[src/rtl/aether_cmd_sequencer.sv]
// Command sequencer: queues {wait, cmd} entries and feeds the engine one command per cycle,
// optionally holding for an interrupt and then issuing a status-clear acknowledgement.

module aether_cmd_sequencer #(
   parameter int unsigned InstrWidth    = 4,
   parameter int unsigned Param1Width   = 4,
   parameter int unsigned Param2Width   = 16,
   parameter int unsigned FifoDepth     = 16,
   parameter int unsigned TimeoutCycles = 4096,
   // {RDR, REG_STATS, 16'h0000}
   parameter logic [InstrWidth+Param1Width+Param2Width-1:0] AckCmd = {4'hA, 4'h3, 16'h0000},
   localparam int unsigned CmdW   = InstrWidth + Param1Width + Param2Width,
   localparam int unsigned LevelW = $clog2(FifoDepth + 1)
) (
   input  logic                   clk_i,
   input  logic                   rst_ni,
   input  logic                   wr_valid_i,
   input  logic [CmdW-1:0]        wr_cmd_i,
   input  logic                   wr_wait_i,
   output logic                   wr_ready_o,
   input  logic                   flush_i,
   input  logic                   interrupt_i,
   output logic [InstrWidth-1:0]  instruction_o,
   output logic [Param1Width-1:0] param_1_o,
   output logic [Param2Width-1:0] param_2_o,
   output logic                   issue_o,
   output logic                   busy_o,
   output logic [LevelW-1:0]      level_o,
   output logic                   timeout_o
);

   localparam int unsigned PtrW = $clog2(FifoDepth);
   localparam int unsigned EntW = CmdW + 1;
   localparam int unsigned TmoW = (TimeoutCycles > 1) ? $clog2(TimeoutCycles) : 1;
   localparam logic [TmoW-1:0]   TmoLast   = TmoW'(TimeoutCycles - 1);
   localparam logic [LevelW-1:0] LevelFull = LevelW'(FifoDepth);

   localparam logic [1:0] StIdle  = 2'd0;
   localparam logic [1:0] StIssue = 2'd1;
   localparam logic [1:0] StWait  = 2'd2;
   localparam logic [1:0] StAck   = 2'd3;

   logic [1:0]            state_q, state_d;
   logic [PtrW-1:0]       wr_ptr_q, wr_ptr_d;
   logic [PtrW-1:0]       rd_ptr_q, rd_ptr_d;
   logic [LevelW-1:0]     level_q, level_d;
   logic [CmdW-1:0]       out_cmd_q, out_cmd_d;
   logic                  issue_q, issue_d;
   logic                  timeout_q, timeout_d;
   logic [TmoW-1:0]       tmo_cnt_q, tmo_cnt_d;
   logic                  irq_prev_q;

   logic [FifoDepth*EntW-1:0] slots_flat;
   logic [EntW-1:0]           head_entry;
   logic                      full, empty, push, pop, irq_rise;

   assign full       = (level_q == LevelFull);
   assign empty      = (level_q == '0);
   assign wr_ready_o = !full && !flush_i;
   assign push       = wr_valid_i && wr_ready_o;
   assign irq_rise   = interrupt_i && !irq_prev_q;

   // Each slot keeps its {wait, cmd} entry; writes target the slot under the write pointer.
   for (genvar gi = 0; gi < FifoDepth; gi++) begin : g_slot
      logic [EntW-1:0] slot_q;

      always_ff @(posedge clk_i or negedge rst_ni) begin
         if (!rst_ni) begin
            slot_q <= '0;
         end else if (push && (wr_ptr_q == PtrW'(gi))) begin
            slot_q <= {wr_wait_i, wr_cmd_i};
         end
      end

      assign slots_flat[gi*EntW +: EntW] = slot_q;
   end

   always_comb begin
      head_entry = '0;
      for (int i = 0; i < FifoDepth; i++) begin
         if (rd_ptr_q == PtrW'(i)) begin
            head_entry = slots_flat[i*EntW +: EntW];
         end
      end
   end

   always_comb begin
      state_d   = state_q;
      out_cmd_d = '0;
      issue_d   = 1'b0;
      timeout_d = timeout_q;
      tmo_cnt_d = tmo_cnt_q;
      pop       = 1'b0;

      if (flush_i) begin
         state_d   = StIdle;
         timeout_d = 1'b0;
         tmo_cnt_d = '0;
      end else if (state_q == StWait) begin
         // The cycle the wait command itself is on the outputs cannot release it.
         if (!issue_q && irq_rise) begin
            state_d   = StAck;
            out_cmd_d = AckCmd;
            issue_d   = 1'b1;
         end else if (tmo_cnt_q == TmoLast) begin
            state_d   = StIdle;
            timeout_d = 1'b1;
         end else begin
            tmo_cnt_d = tmo_cnt_q + 1'b1;
         end
      end else if (!empty) begin
         pop       = 1'b1;
         out_cmd_d = head_entry[CmdW-1:0];
         issue_d   = 1'b1;
         if (head_entry[CmdW]) begin
            state_d   = StWait;
            tmo_cnt_d = '0;
         end else begin
            state_d = StIssue;
         end
      end else begin
         state_d = StIdle;
      end
   end

   always_comb begin
      wr_ptr_d = wr_ptr_q;
      rd_ptr_d = rd_ptr_q;
      level_d  = level_q;
      if (flush_i) begin
         wr_ptr_d = '0;
         rd_ptr_d = '0;
         level_d  = '0;
      end else begin
         if (push) begin
            wr_ptr_d = wr_ptr_q + 1'b1;
         end
         if (pop) begin
            rd_ptr_d = rd_ptr_q + 1'b1;
         end
         if (push && !pop) begin
            level_d = level_q + 1'b1;
         end else if (pop && !push) begin
            level_d = level_q - 1'b1;
         end
      end
   end

   always_ff @(posedge clk_i or negedge rst_ni) begin
      if (!rst_ni) begin
         state_q    <= StIdle;
         wr_ptr_q   <= '0;
         rd_ptr_q   <= '0;
         level_q    <= '0;
         out_cmd_q  <= '0;
         issue_q    <= 1'b0;
         timeout_q  <= 1'b0;
         tmo_cnt_q  <= '0;
         irq_prev_q <= 1'b0;
      end else begin
         state_q    <= state_d;
         wr_ptr_q   <= wr_ptr_d;
         rd_ptr_q   <= rd_ptr_d;
         level_q    <= level_d;
         out_cmd_q  <= out_cmd_d;
         issue_q    <= issue_d;
         timeout_q  <= timeout_d;
         tmo_cnt_q  <= tmo_cnt_d;
         irq_prev_q <= interrupt_i;
      end
   end

   assign instruction_o = out_cmd_q[CmdW-1 -: InstrWidth];
   assign param_1_o     = out_cmd_q[Param2Width +: Param1Width];
   assign param_2_o     = out_cmd_q[Param2Width-1:0];
   assign issue_o       = issue_q;
   assign busy_o        = !empty || (state_q != StIdle);
   assign level_o       = level_q;
   assign timeout_o     = timeout_q;

endmodule
[config.mk]
export PLATFORM = sky130hd
export DESIGN_NAME = aether_cmd_sequencer
export DESIGN_NICKNAME = d
export VERILOG_FILES = /design/src/rtl/aether_cmd_sequencer.sv
export SDC_FILE = /design/constraint.sdc
export NUM_CORES = 1
export LEC_CHECK = 0
export CAP_MARGIN = 20
export CORE_UTILIZATION = 30
export DETAILED_ROUTE_END_ITERATION = 12
export GPL_TIMING_DRIVEN = 0
export PLACE_DENSITY = 0.54
export SKIP_LAST_GASP = 1
export SYNTH_ARGS = -nofsm -noshare
export SYNTH_HDL_FRONTEND = slang
export SYNTH_SLANG_ARGS = --single-unit
[constraint.sdc]
create_clock -name clk_i -period 3 [get_ports clk_i]
set_input_delay 0.9 -clock clk_i [delete_from_list [all_inputs] [get_ports clk_i]]
set_output_delay 0.9 -clock clk_i [all_outputs]
set_load 0.05 [all_outputs]
==> flow_summary_export.csv, run 1 <==
group,metric,value,unit
timing,tightest_slew,889,ps
cts,htree_levels,2,
yosys,synth_simple_gate_area_share,6.25,%
power,switching_power,6.75,mW
global_route,grt_pass1_wl,95700,um
yosys,synthMuxAreaShare,22.3,%
setup_path,path_cells,"ha_1, clkbuf_1, buf_2, clkbuf_2, nand2_1, o211ai_1, a21oi_1, or3_1, a31oi_2",
final_layout,final_common_cell,"dfrtp_1",
yosys,synthArstFlopShare,100,%
setup_path,max_stage_delay,420,ps
routing,drc,0,
cts,cts_tree,"yes",
final_layout,drive_gt1_share,32.7,%
routing,initialDrtViolationCount,1142,
power,seq_power_share,38.1,%
yosys,synthFlopType,"dfrtp_1",
timing,hold_viol_final,0,
worst_hold_path,hp-class,"input port to async pin",
placement,place_area,23600,um^2
timing,whs,271,ps
timing,slew_headroom,40.7,%
cts,clk_pin_slew,60,ps
final_layout,final_area,25400,um^2
setup_path,critical_path_required,3470,ps
timing,final.period_utilization,99.1,%
floorplanning,die_h,271,um
final_layout,layout_common_cells,"dfrtp_1, mux2_2, a21oi_1",
floorplanning,start_util,30.3,%
placement,io_buffers,62,
placement,gp_congestion,0.874,
global_route,grt_max_degree,119,
power,internal_power,12.9,mW
floorplanning,core_area,71600,um^2
cts,cts_sinks,454,
yosys,synth-xor-area-share,0.363,%
yosys,synth_top_family_by_area,"multiplexers",
timing,max_freq,336,MHz
setup_path,cp.arrival,3450,ps
yosys,synth_cells,1742,
timing,tns,0,ps
placement,dp_hpwl,45200,um
yosys,ys_ff_latch,454,
routing,vias_per_cell,5.25,
yosys,synth_edf_count,0,
routing,first_pass_iters,5,
power,peakVddDrop,0.635,mV
power,p_comb_share,31.5,%
setup_path,crit_path_end_kind,"flop",
timing,finalMaxSlewViolations,0,
cts,cts-root-buf,"clkbuf_16",
routing,wl_per_cell,21.7,um
setup_path,crit_type,"flop to flop",
timing,min_period,2970,ps
global_route,grt_usage,16.8,%
yosys,syn-num-nets,1785,
yosys,ys_seq_area_share,52.3,%
final_layout,area_delta_synth_final,16.9,%
setup_path,rrSetupSlack,30,ps
power,p_leak,11.9,nW
power,p_per_area,776,nW/um^2
cts,postCtsHoldBufs,0,
floorplanning,row_count,98,
setup_path,crit_slowest_cell,"dfrtp_1",
setup_path,ff2ff_path_depth,9,
routing,num_vias,14909,
status,status,"completed",
yosys,yosys.cell_types.count,71,
floorplanning,io-pin-count,63,
yosys,avgSynthCellArea,12.5,um^2
final_layout,nNetsFinal,1905,
routing,drtAntennaViolNets,0,
cts,clk_path_buf_depth,3,
power,clockPowerShare,30.4,%
yosys,synth-compound-area-share,13.7,%
timing,skew,18.0,ps
yosys,synth-adder-area-share,0.784,%
setup_path,crit_path_start_kind,"flop",
global_route,overflow,0,
floorplanning,die-area,73500,um^2
yosys,ys_warn_count,0,
floorplanning,dieWidth,271,um
global_route,grt_pass1_vias,15618,
yosys,synth_area,21700,um^2
timing,setup-violations-final,0,
cts,clk-insertion-delay-late,600,ps
power,sw_frac_of_total,34.3,%
timing,rsz0062_at_grt,"true",
global_route,antenna_found_initial,1,
cts,cts_buffers,50,
setup_path,cp_max_fo,10,
routing,routed_wirelength,61600,um
run,cap_viol_max_count,0,
-- worst paths after layout --
| check | start | end |
|---|---|---|
| hold reg to reg | g_slot[2].slot_q[18] | g_slot[2].slot_q[18] |
| min in group clk_i | g_slot[2].slot_q[18] | g_slot[2].slot_q[18] |
| max in group asynchronous | rst_ni | g_slot[3].slot_q[20] |
| setup / recovery | rd_ptr_q[1] | out_cmd_q[3] |
| hold / removal | rst_ni | g_slot[10].slot_q[7] |
| setup reg to reg | rd_ptr_q[1] | out_cmd_q[3] |
-- cell usage after synthesis (11+ instances only) --
cell type	instances	area share, %
dfrtp_1	454	52
a21oi_1	85	2.0
a221oi_1	28	1.1
a221o_1	19	0.88
a22oi_1	29	1.0
or3_1	19	0.55
nand2_1	58	1.0
a21o_1	23	0.80
buf_2	31	0.71
a211oi_1	25	0.86
nand2b_1	23	0.66
a22o_1	19	0.77
mux2_2	316	16
a31oi_1	51	1.5
inv_1	22	0.38
nand3_1	11	0.25
o211ai_1	20	0.69
nor3_1	26	0.60
clkbuf_1	85	1.5
o221ai_1	24	0.97
o21ai_0	78	1.8
nor2_1	57	0.99
mux2_4	80	5.5
ha_1	12	0.69
-- sequential cells by signal (all words and copies together) (netlist names) --
name           count
wr_ptr_q           4
issue_o            1
tmo_cnt_q         12
rd_ptr_q           4
irq_prev_q         1
level_o            5
out_cmd_q         24
g_slot.slot_q    400
state_q            2
timeout_o          1
-- cells by family (layout without fill, tap and decap cells) --
group,Yosys count,after routing
AO/OA/AOI/OAI,434,434
XOR/XNOR,9,9
adder cells (fa/ha/maj),13,13
buffers and inverters,175,324
flip-flops,454,454
multiplexers,404,404
other,0,1
AND/OR/NAND/NOR,253,253
-- routing by layer --
metal / wire [um] / GRT usage [%] / up-vias
li1: - / - / 6676
met1: 28600 / 23.3 / 7776
met2: 28800 / 26.9 / 358
met3: 2470 / 2.18 / 99
met4: 1730 / 5.55 / 0
met5: 0 / 0 / -
-- critical path, delay by kind of cell (launching register included) --
kind | cells | cell delay, ps
fa+ha+maj | 1 | 170
compound gates | 3 | 630
flops | 1 | 420
buf+inv | 3 | 1130
simple gates | 2 | 490
-- power groups by stage --
stage	clock, mW	combinational [mW]	sequential (mW)
after floorplan	0	3.37	8.07
after global placement	0	6.09	7.59
after detailed placement	0	6.15	7.60
after CTS	6.15	6.21	7.50
after global routing	6.38	6.65	7.62
final	6.00	6.20	7.49
-- per-stage QoR --
step | util, % | instances | setup slack [ps] | total power, mW
final | 35.4 | 2842 | 26.1 | 19.7
after global routing | 35.4 | 2842 | -56.4 | 20.7
after CTS | 35.3 | 2839 | -80.0 | 19.9
after detailed placement | 33.0 | 2758 | -1330 | 13.8
after global placement | 32.8 | 2754 | -19310 | 13.7
after floorplan | - | 1742 | 165 | 11.4
-- area by class of cell --
type	instances	area, um^2
fill	7054	46200
antenna	1	2.50
buffer	149	918
timing repair buffer	71	763
clock buffer	76	1540
sequential	454	11400
tap	950	1190
inverter	23	86.3
multi-input combinational	1113	9460
clock inverter	5	47.5
-- timing repair --
item | CTS | global route
setup buffers | 1 | 4
gates resized for setup | 42 | 54
pin swaps | 1 | 3
setup endpoints to repair | 33 | 34
cloned | 0 | 0
(Power assumes the default switching activity.)
==> run 2: changes to the inputs <==
--- a/config.mk
+++ b/config.mk
@@ -11,6 +11,7 @@
 export GPL_TIMING_DRIVEN = 0
 export PLACE_DENSITY = 0.54
 export SKIP_LAST_GASP = 1
+export SLEW_MARGIN = 20
 export SYNTH_ARGS = -nofsm -noshare
 export SYNTH_HDL_FRONTEND = slang
 export SYNTH_SLANG_ARGS = --single-unit
==> run 2 against run 1 <==
  * Wire length rose by 0.65%
  * Clock power grew 5.5%
  * Global-route usage rose by 0.13 points
  * Via count increased by 0.59%
  * Sequential power hardly changed
  * Register-to-register slack better by 80 ps
  * Count of clock-buffer cells in the layout increased by 6
  * Die area did not move
  * Flip-flop and latch count stayed put
  * Core utilization up 0.30 points
  * Combinational power is 1% higher
  * Largest power group unchanged
  * Highest routed layer unchanged
==> flow_summary_export.csv, run 2 (synthesized netlist as in run 1, its figures left out) <==
group,metric,value,unit
status,status,"completed",
floorplanning,die_h,271,um
placement,post-place-ws,-1330,ps
cts,htree_levels,2,
timing,max_freq,342,MHz
floorplanning,dieWidth,271,um
final_layout,fin_cells,2857,
final_layout,largest_register,"g_slot.slot_q",
global_route,grt_busiest_layer,"met2",
placement,placed_cells,2760,
timing,hold_viol_final,0,
timing,rsz0062_at_grt,"true",
routing,num_vias,14997,
global_route,grt_pass1_vias,15741,
power,peakVddDrop,0.573,mV
final_layout,antenna_cells,0,
final_layout,final_common_cell,"dfrtp_1",
routing,first_pass_iters,5,
global_route,grt_max_degree,82,
setup_path,crit_path_start_kind,"input port",
floorplanning,row_count,98,
setup_path,rrSetupSlack,110,ps
routing,routed_wirelength,62000,um
setup_path,ff2ff_path_depth,10,
timing,min_period,2930,ps
floorplanning,die-area,73500,um^2
floorplanning,io-pin-count,63,
power,p_per_area,786,nW/um^2
power,p_leak,12.0,nW
routing,wl_per_cell,21.7,um
cts,clk_path_buf_depth,3,
cts,cts-root-buf,"clkbuf_16",
floorplanning,start_util,30.3,%
timing,slew_headroom,41.2,%
timing,whs,206,ps
final_layout,largest_reg_flops,400,
timing,tightest_slew,874,ps
cts,cts_sinks,454,
run,cap_viol_max_count,0,
cts,postCtsHoldBufs,0,
cts,clk-insertion-delay-late,610,ps
setup_path,crit_path_end_kind,"flop",
placement,gp_congestion,0.874,
setup_path,cp_max_fo,10,
global_route,gr-usage-met3,2.23,%
placement,dp_hpwl,45700,um
floorplanning,core_area,71600,um^2
timing,final.period_utilization,97.6,%
final_layout,reg_top3,"g_slot.slot_q: 400 flops, out_cmd_q: 24 flops, tmo_cnt_q: 12 flops",
setup_path,cp.arrival,3400,ps
placement,place_area,23700,um^2
cts,cts_buffers,51,
final_layout,nNetsFinal,1911,
final_layout,layout_common_cells,"dfrtp_1, mux2_2, a21oi_1",
timing,setup-violations-final,0,
global_route,antenna_found_initial,1,
final_layout,final_area,25600,um^2
timing,fin_ws,73.0,ps
final_layout,post-route-util,35.7,%
final_layout,drive_gt1_share,33.3,%
global_route,grtUsageMet2,27.1,%
setup_path,r2r_end,"out_cmd_q[20]",
routing,vias_per_cell,5.25,
cts,clk_pin_slew,60,ps
setup_path,crit_type,"input port to flop",
routing,initialDrtViolationCount,1018,
timing,skew,31.5,ps
timing,tns,0,ps
setup_path,regToRegStartpoint,"rd_ptr_q[0]",
global_route,grt.met1_usage,23.6,%
placement,io_buffers,62,
setup_path,critical_path_required,3470,ps
global_route,overflow,0,
worst_hold_path,hp-class,"input port to async pin",
routing,drtAntennaViolNets,0,
global_route,grt_usage,16.9,%
timing,finalMaxSlewViolations,0,
routing,drc,0,
power,p_total,20.1,mW
final_layout,area_delta_synth_final,17.8,%
global_route,grt_pass1_wl,96300,um
cts,cts_tree,"yes",
==> run 2: worst max-delay path by stage <==
stage                      startpoint                     to  slack (ps)
after floorplan            level_o[1]             level_o[4]         170
after detailed placement      flush_i          out_cmd_q[11]       -1330
after global placement         rst_ni             irq_prev_q      -19310
after CTS                 rd_ptr_q[0]          out_cmd_q[11]         -60
after global routing      rd_ptr_q[0]           out_cmd_q[3]          -4
final                         flush_i  g_slot[11].slot_q[23]          70
==> run 2: worst max-delay path, stage by stage <==
cell,delay (ps)
clkdlybuf4s50_1,430
inv_1,220
o211ai_2,170
nor3b_2,570
nand2_1,420
buf_4,330
mux2_1,340
==> run 2: area by class of cell <==
type	count	area [um^2]
buffer	149	928
clock buffer	82	1620
sequential	454	11400
multi-input combinational	1113	9470
inverter	23	86.3
clock inverter	10	86.3
fill	7051	46000
tap	950	1190
timing repair buffer	76	843
==> run 2: report_power, final <==
group          internal [mW]  total, mW  leakage, nW  switching (mW)
clock                   3.77       6.33        0.854            2.57
combinational           2.47       6.27         4.99            3.81
sequential              7.02       7.50         6.16           0.471
==> run 2: what timing repair did <==
item                                    CTS  global route
gates cloned                              0             0
endpoints found under the setup margin   33            33
pin swaps                                 1             4
buffers inserted                          1             7
endpoints found under the hold margin     0             0
gates resized for setup                  43            61
==> run 2: routing by layer <==
| metal | part of all wire [%] | vias up |
|---|---|---|
| li1 | - | 6710 |
| met1 | 47 | 7851 |
| met2 | 47 | 341 |
| met3 | 3.8 | 95 |
| met4 | 2.7 | 0 |
| met5 | 0 | - |
==> run 3: changes to the inputs <==
--- a/config.mk
+++ b/config.mk
@@ -5,10 +5,12 @@
 export SDC_FILE = /design/constraint.sdc
 export NUM_CORES = 1
 export LEC_CHECK = 0
+export ABC_CLOCK_PERIOD_IN_PS = 3000
 export CAP_MARGIN = 20
 export CORE_UTILIZATION = 30
 export DETAILED_ROUTE_END_ITERATION = 12
 export GPL_TIMING_DRIVEN = 0
+export HOLD_SLACK_MARGIN = 0.06
 export PLACE_DENSITY = 0.54
 export SKIP_LAST_GASP = 1
 export SLEW_MARGIN = 20
==> results of run 3 <==
Same layout as run 2: the final DEF is identical, and so are final timing and power.
